File: src/rtl/i2c_ov7670_config.sv
// OV7670 SCCB register-init sequencer: free-running bit-clock divider, LUT walker, one go/end write per entry with NACK retry.
// Optional CFG_RESTART_EN lets a cfg_restart pulse in S_DONE rerun the table without the power-up delay.
module i2c_ov7670_config #(
  parameter int unsigned CLK_FREQ       = 50_000_000,
  parameter int unsigned I2C_FREQ       = 100_000,
  parameter int unsigned LUT_SIZE       = 168,
  parameter int unsigned INIT_DELAY_CYC = 1_000_000,
  parameter logic [7:0]  SLAVE_ADDR     = 8'h42,
  parameter int unsigned MAX_RETRY      = 3
) (
  input  logic        iCLK,
  input  logic        iRST_N,
  output logic        i2c_clk,
  output logic        i2c_en,
  output logic [23:0] i2c_wdata,
  output logic        i2c_wr,
  output logic        i2c_go,
  input  logic        i2c_end,
  input  logic        i2c_ack,
  output logic [7:0]  lut_index,
  input  logic [15:0] lut_data,
  output logic        cfg_done,
  output logic        cfg_err,
  input  logic        cfg_restart
);

  localparam int unsigned DIV = CLK_FREQ / I2C_FREQ;
  localparam int unsigned DCW = $clog2(DIV);
  localparam int unsigned DLW = (INIT_DELAY_CYC > 1) ? $clog2(INIT_DELAY_CYC) : 1;
  localparam int unsigned RW  = (MAX_RETRY > 0) ? $clog2(MAX_RETRY + 1) : 1;

  typedef enum logic [2:0] {
    S_DELAY, S_LOAD, S_GO, S_CHECK, S_GAP, S_NEXT, S_DONE
  } state_t;

  state_t          state_q, state_d;
  logic [DCW-1:0]  div_cnt_q, div_cnt_d;
  logic            i2c_clk_q, i2c_clk_d;
  logic            i2c_en_q, i2c_en_d;
  logic [DLW-1:0]  delay_cnt_q, delay_cnt_d;
  logic            load_ph_q, load_ph_d;
  logic [7:0]      lut_index_q, lut_index_d;
  logic [23:0]     i2c_wdata_q, i2c_wdata_d;
  logic [RW-1:0]   retry_cnt_q, retry_cnt_d;
  logic            ack_q, ack_d;
  logic            i2c_go_q, i2c_go_d;
  logic            cfg_done_q, cfg_done_d;
  logic            cfg_err_q, cfg_err_d;

  // Strobes are computed from the next count so they line up with div_cnt_q.
  always_comb begin
    div_cnt_d = (div_cnt_q == DCW'(DIV - 1)) ? '0 : div_cnt_q + 1'b1;
    i2c_clk_d = (div_cnt_d >= DCW'(DIV / 2));
    i2c_en_d  = (div_cnt_d == DCW'(DIV / 4));
  end

  always_comb begin
    state_d     = state_q;
    delay_cnt_d = delay_cnt_q;
    load_ph_d   = load_ph_q;
    lut_index_d = lut_index_q;
    i2c_wdata_d = i2c_wdata_q;
    retry_cnt_d = retry_cnt_q;
    ack_d       = ack_q;
    cfg_done_d  = cfg_done_q;
    cfg_err_d   = cfg_err_q;
    case (state_q)
      S_DELAY: begin
        if (delay_cnt_q == DLW'(INIT_DELAY_CYC - 1)) state_d = S_LOAD;
        else delay_cnt_d = delay_cnt_q + 1'b1;
      end
      S_LOAD: begin
        // First cycle lets the LUT settle on the held index; second captures it.
        if (!load_ph_q) begin
          load_ph_d = 1'b1;
        end else begin
          load_ph_d   = 1'b0;
          i2c_wdata_d = {SLAVE_ADDR, lut_data};
          state_d     = S_GO;
        end
      end
      S_GO: begin
        if (i2c_end) begin
          ack_d   = i2c_ack;
          state_d = S_CHECK;
        end
      end
      S_CHECK: begin
        if (!ack_q) begin
          retry_cnt_d = '0;
          state_d     = S_NEXT;
        end else if (retry_cnt_q < RW'(MAX_RETRY)) begin
          retry_cnt_d = retry_cnt_q + 1'b1;
          state_d     = S_GAP;
        end else begin
          cfg_err_d   = 1'b1;
          retry_cnt_d = '0;
          state_d     = S_NEXT;
        end
      end
      S_GAP: begin
        // Controller only clears END once it has seen go low on an enable pulse.
        if (i2c_en_q && !i2c_end) state_d = S_LOAD;
      end
      S_NEXT: begin
        if (lut_index_q == 8'(LUT_SIZE - 1)) begin
          cfg_done_d = 1'b1;
          state_d    = S_DONE;
        end else begin
          lut_index_d = lut_index_q + 1'b1;
          state_d     = S_GAP;
        end
      end
      S_DONE: begin
`ifdef CFG_RESTART_EN
        if (cfg_restart) begin
          cfg_done_d  = 1'b0;
          cfg_err_d   = 1'b0;
          lut_index_d = '0;
          retry_cnt_d = '0;
          state_d     = S_GAP;
        end
`endif
      end
      default: state_d = S_DELAY;
    endcase
    i2c_go_d = (state_d == S_GO);
  end

`ifndef CFG_RESTART_EN
  logic unused_cfg_restart;
  assign unused_cfg_restart = cfg_restart;
`endif

  always_ff @(posedge iCLK or negedge iRST_N) begin
    if (!iRST_N) begin
      state_q     <= S_DELAY;
      div_cnt_q   <= '0;
      i2c_clk_q   <= 1'b0;
      i2c_en_q    <= 1'b0;
      delay_cnt_q <= '0;
      load_ph_q   <= 1'b0;
      lut_index_q <= '0;
      i2c_wdata_q <= '0;
      retry_cnt_q <= '0;
      ack_q       <= 1'b0;
      i2c_go_q    <= 1'b0;
      cfg_done_q  <= 1'b0;
      cfg_err_q   <= 1'b0;
    end else begin
      state_q     <= state_d;
      div_cnt_q   <= div_cnt_d;
      i2c_clk_q   <= i2c_clk_d;
      i2c_en_q    <= i2c_en_d;
      delay_cnt_q <= delay_cnt_d;
      load_ph_q   <= load_ph_d;
      lut_index_q <= lut_index_d;
      i2c_wdata_q <= i2c_wdata_d;
      retry_cnt_q <= retry_cnt_d;
      ack_q       <= ack_d;
      i2c_go_q    <= i2c_go_d;
      cfg_done_q  <= cfg_done_d;
      cfg_err_q   <= cfg_err_d;
    end
  end

  assign i2c_clk   = i2c_clk_q;
  assign i2c_en    = i2c_en_q;
  assign i2c_wdata = i2c_wdata_q;
  assign i2c_wr    = 1'b1;
  assign i2c_go    = i2c_go_q;
  assign lut_index = lut_index_q;
  assign cfg_done  = cfg_done_q;
  assign cfg_err   = cfg_err_q;

endmodule

File: config.mk
export PLATFORM = sky130hd
export DESIGN_NAME = i2c_ov7670_config
export DESIGN_NICKNAME = d
export VERILOG_FILES = /design/src/rtl/i2c_ov7670_config.sv
export SDC_FILE = /design/constraint.sdc
export NUM_CORES = 1
export LEC_CHECK = 0
export CORE_ASPECT_RATIO = 0.8
export CORE_MARGIN = 5
export CORE_UTILIZATION = 40
export CTS_BUF_LIST = sky130_fd_sc_hd__clkbuf_2
export DETAILED_ROUTE_END_ITERATION = 8
export GPL_TIMING_DRIVEN = 0
export MAX_ROUTING_LAYER = met4
export PLACE_DENSITY = 0.67
export SKIP_CTS_REPAIR_TIMING = 1
export SYNTH_ARGS = -nofsm -noshare
export SYNTH_HDL_FRONTEND = slang
export SYNTH_SLANG_ARGS = --single-unit
File: constraint.sdc
create_clock -name iCLK -period 2.31 [get_ports iCLK]
set_input_delay 0.231 -clock iCLK [delete_from_list [all_inputs] [get_ports iCLK]]
set_output_delay 0.231 -clock iCLK [all_outputs]
set_load 0.05 [all_outputs]
==> impl_results.md <==
* Status: completed
* Post-synthesis cell type count at between 40 and 50
* WP data required at 2.69 ns
* Clock Path Buffers at 2
* CP Cell Sequence: or4b_4 -> or4_4 -> o21a_1 -> buf_6 -> and4_4 -> xor2_1
* Most common cell after layout, fill and taps aside: dfrtp_1
* Power Total at 1.95 mW
* Initial core utilization at 40.9%
* Crit-path max FO at 8
* Sequential area share after synthesis at 54.6%
* Post-Syn Area at 0.00303 mm²
* Sw Ratio at 25.6%
* WP data arrival at 2.64 ns
* Layout cells sized above 1 at between 10% and 20%
* Actual slew at the worst max-slew pin at 0.814 ns
* I/O Pins at 59
* Avg Cell Area, Syn at 11.6 µm²
* Die area at 0.00941 mm²
* Wire per inst at 12.9 µm
* Hold Slack at around 0.31 ns
* Clock Power Share at 36.1%
* Max-cap violation count at 0
* R2R cell count at 6
* F_max at 443 MHz
* Crit share post-route at 97.8%
* Pleak at 1.78 nW
* Reg2reg setup slack at approximately 0.052 ns
* Total negative slack at 0 ns
* Antenna-violating nets left at 0
* Post-synth top area cell: dfrtp_1
* Post-synth top area share at 54.6%
* Final design utilization at about half
* Synth Instances at 261
* Setup-failing EPs final at 0
* Fill cell count at 675
* ANT cells at 0
* Pint at between 1 and 1.5 mW
* Vias in the first global route at 2,072
* Net Sw Power at 0.500 mW
* Port Buf Inserts at 50
* Cells after DPL at 421
* Comb pwr share at 4.6%
* Core ar. at 0.00739 mm²
* Kind of critical path: flop to flop
* Yosys warning total at 0
* First-pass GRT wire length at 9690 µm
* Initial antenna violation count at 0
* 1st-iter DRT viols at 78
* CTS tree: built
* Global-route usage over all layers at a little over an eighth
* Seq pwr share at between 50% and 60%
* Flops & latches, synth at 66
* Max-slew violations at 0
* Final-report hold violation count at 0
* Slowest CP cell: or4b_4
* Critical R2R Launch: delay_cnt_q[6]
* Area contributors post-synth: dfrtp_1 (55%), mux2_2 (7.1%), xnor2_1 (6.4%)
* Number of synthesized flops with an enable pin at 0
* Final min period at about 2.3 ns
* Clock Latency Late Sink at 0.51 ns
* Number of buffers created by CTS at 9
* Reg-to-Reg End: delay_cnt_q[4]
* Worst-path clk slew at 0.20 ns
* Dpl hpwl at 4050 µm
* Crit end category: flop
* Row Count at 28
* Relative slew slack at 45.7%
* # DRC at 0
* H-Tree Depth at 3
* 1st-pass router iterations at 4
* Die Height at 87.8 µm
* Clk sinks at 66
* Die X at 107 µm
* Non-Filler Instances at approximately 440
* Vias at 2,122
* Commonest non-fill, non-tap cells in the layout: dfrtp_1 (65), clkdlybuf4s50_1 (49), nand2_1 (22), xnor2_1 (22), mux2_2 (19)
* Post-Route Skew at 0.0445 ns
* Startpoint types: flop
* Nets at 359
* CTS root buffer: clkbuf_2
* Power Density at just over 500 mW/mm²
* DRT Wirelength at 5680 µm
* GRT overflow at 0
* Top_reg_cell synth: dfrtp_1
* DR vias/cell at 4.80
* Hold Crit Class: primary input to asynchronous set/reset pin
* Area grow syn2layout at 27.0%
* Largest net degree at the start of global routing at 67
* Max IR drop VDD at 0.287 mV
* Ys async rst share at between 90% and 100%
* Peak per-stage delay on the critical path at ~0.53 ns
* GPL Wtd Cong at 0.817
[power groups by stage]
stage | logic [mW] | registers (mW) | clock network [mW]
after global routing | 0.0992 | 1.16 | 0.795
after CTS | 0.0906 | 1.16 | 0.735
final | 0.0896 | 1.16 | 0.704
after global placement | 0.0903 | 1.18 | 0
after detailed placement | 0.0903 | 1.18 | 0
after floorplan | 0.0352 | 1.18 | 0
[final cells by class]
cell class	count	area, µm²	area share, %
plain buffers	15	95.1	2.47
flip-flops and latches	66	1650	43.0
well taps	105	131	3.42
multi-input cells	179	1280	33.3
inverters	5	18.8	0.488
clock buffers	9	45.0	1.17
repair buffers	56	546	14.2
clock inverters	7	75.1	1.95
[per-stage QoR]
stage | instance area (µm²) | worst slack [ns]
after global routing | 3840 | -0.00335
after floorplan | 3040 | 0.142
after CTS | 3790 | 0.0159
final | 3840 | 0.0517
after detailed placement | 3670 | 0.0440
after global placement | 3680 | -1.24
[worst max-delay path: cells and delay by family, from the launching register on]
family	cells	cell delay, ns
flops	1	0.47
simple gates	3	1.22
buf+inv	1	0.14
compound gates	1	0.20
xor+xnor	1	0.13
[cell families after synthesis]
family	after synthesis	share of synthesized area, %
and+or+nand+nor	94	17.5
DFF	66	54.6
AOI/OAI and AO/OA	21	4.80
buffers and inverters	21	3.89
other	2	0.248
adders and majority gates	6	2.48
muxes	20	7.57
xor gates and xnor gates	31	8.97
[routing by layer]
layer | share of wire, % | GRT usage (%)
met3 | 6.8 | 5.31
met1 | 50 | 17.4
met2 | 42 | 19.6
met4 | 1.4 | 4.30
met5 | 0 | -
[state kept, by name, indices dropped and copies added (netlist names)]
name and cells:
ack_q 1, cfg_done 1, cfg_err 1, delay_cnt_q 20, div_cnt_q 9, i2c_clk 1, i2c_en 1, i2c_go 1
i2c_wdata 17, load_ph_q 1, lut_index 8, retry_cnt_q 2, state_q 3
[cells in the mapped netlist, drive strengths merged, types with 5 or more instances]
cell and count:
ha 6, and2 6, and3 8, nand4 9, dfrtp 66, xor2 9, nor2 12, buf 10
a21oi 6, clkbuf 6, nand3 9, xnor2 22, nand2 22, mux2 20, nor3 5, inv 5
[worst max-delay path by stage]
stage / startpoint / to / slack [ns]
after floorplan: delay_cnt_q[7] / delay_cnt_q[4] / 0.14
after global placement: iRST_N / i2c_wdata[15] / -1.24
after detailed placement: state_q[0] / i2c_wdata[13] / 0.04
after CTS: delay_cnt_q[6] / delay_cnt_q[4] / 0.02
after global routing: delay_cnt_q[6] / delay_cnt_q[4] / -0.003
final: delay_cnt_q[6] / delay_cnt_q[4] / 0.05
Power figures use the tool's default switching activity.
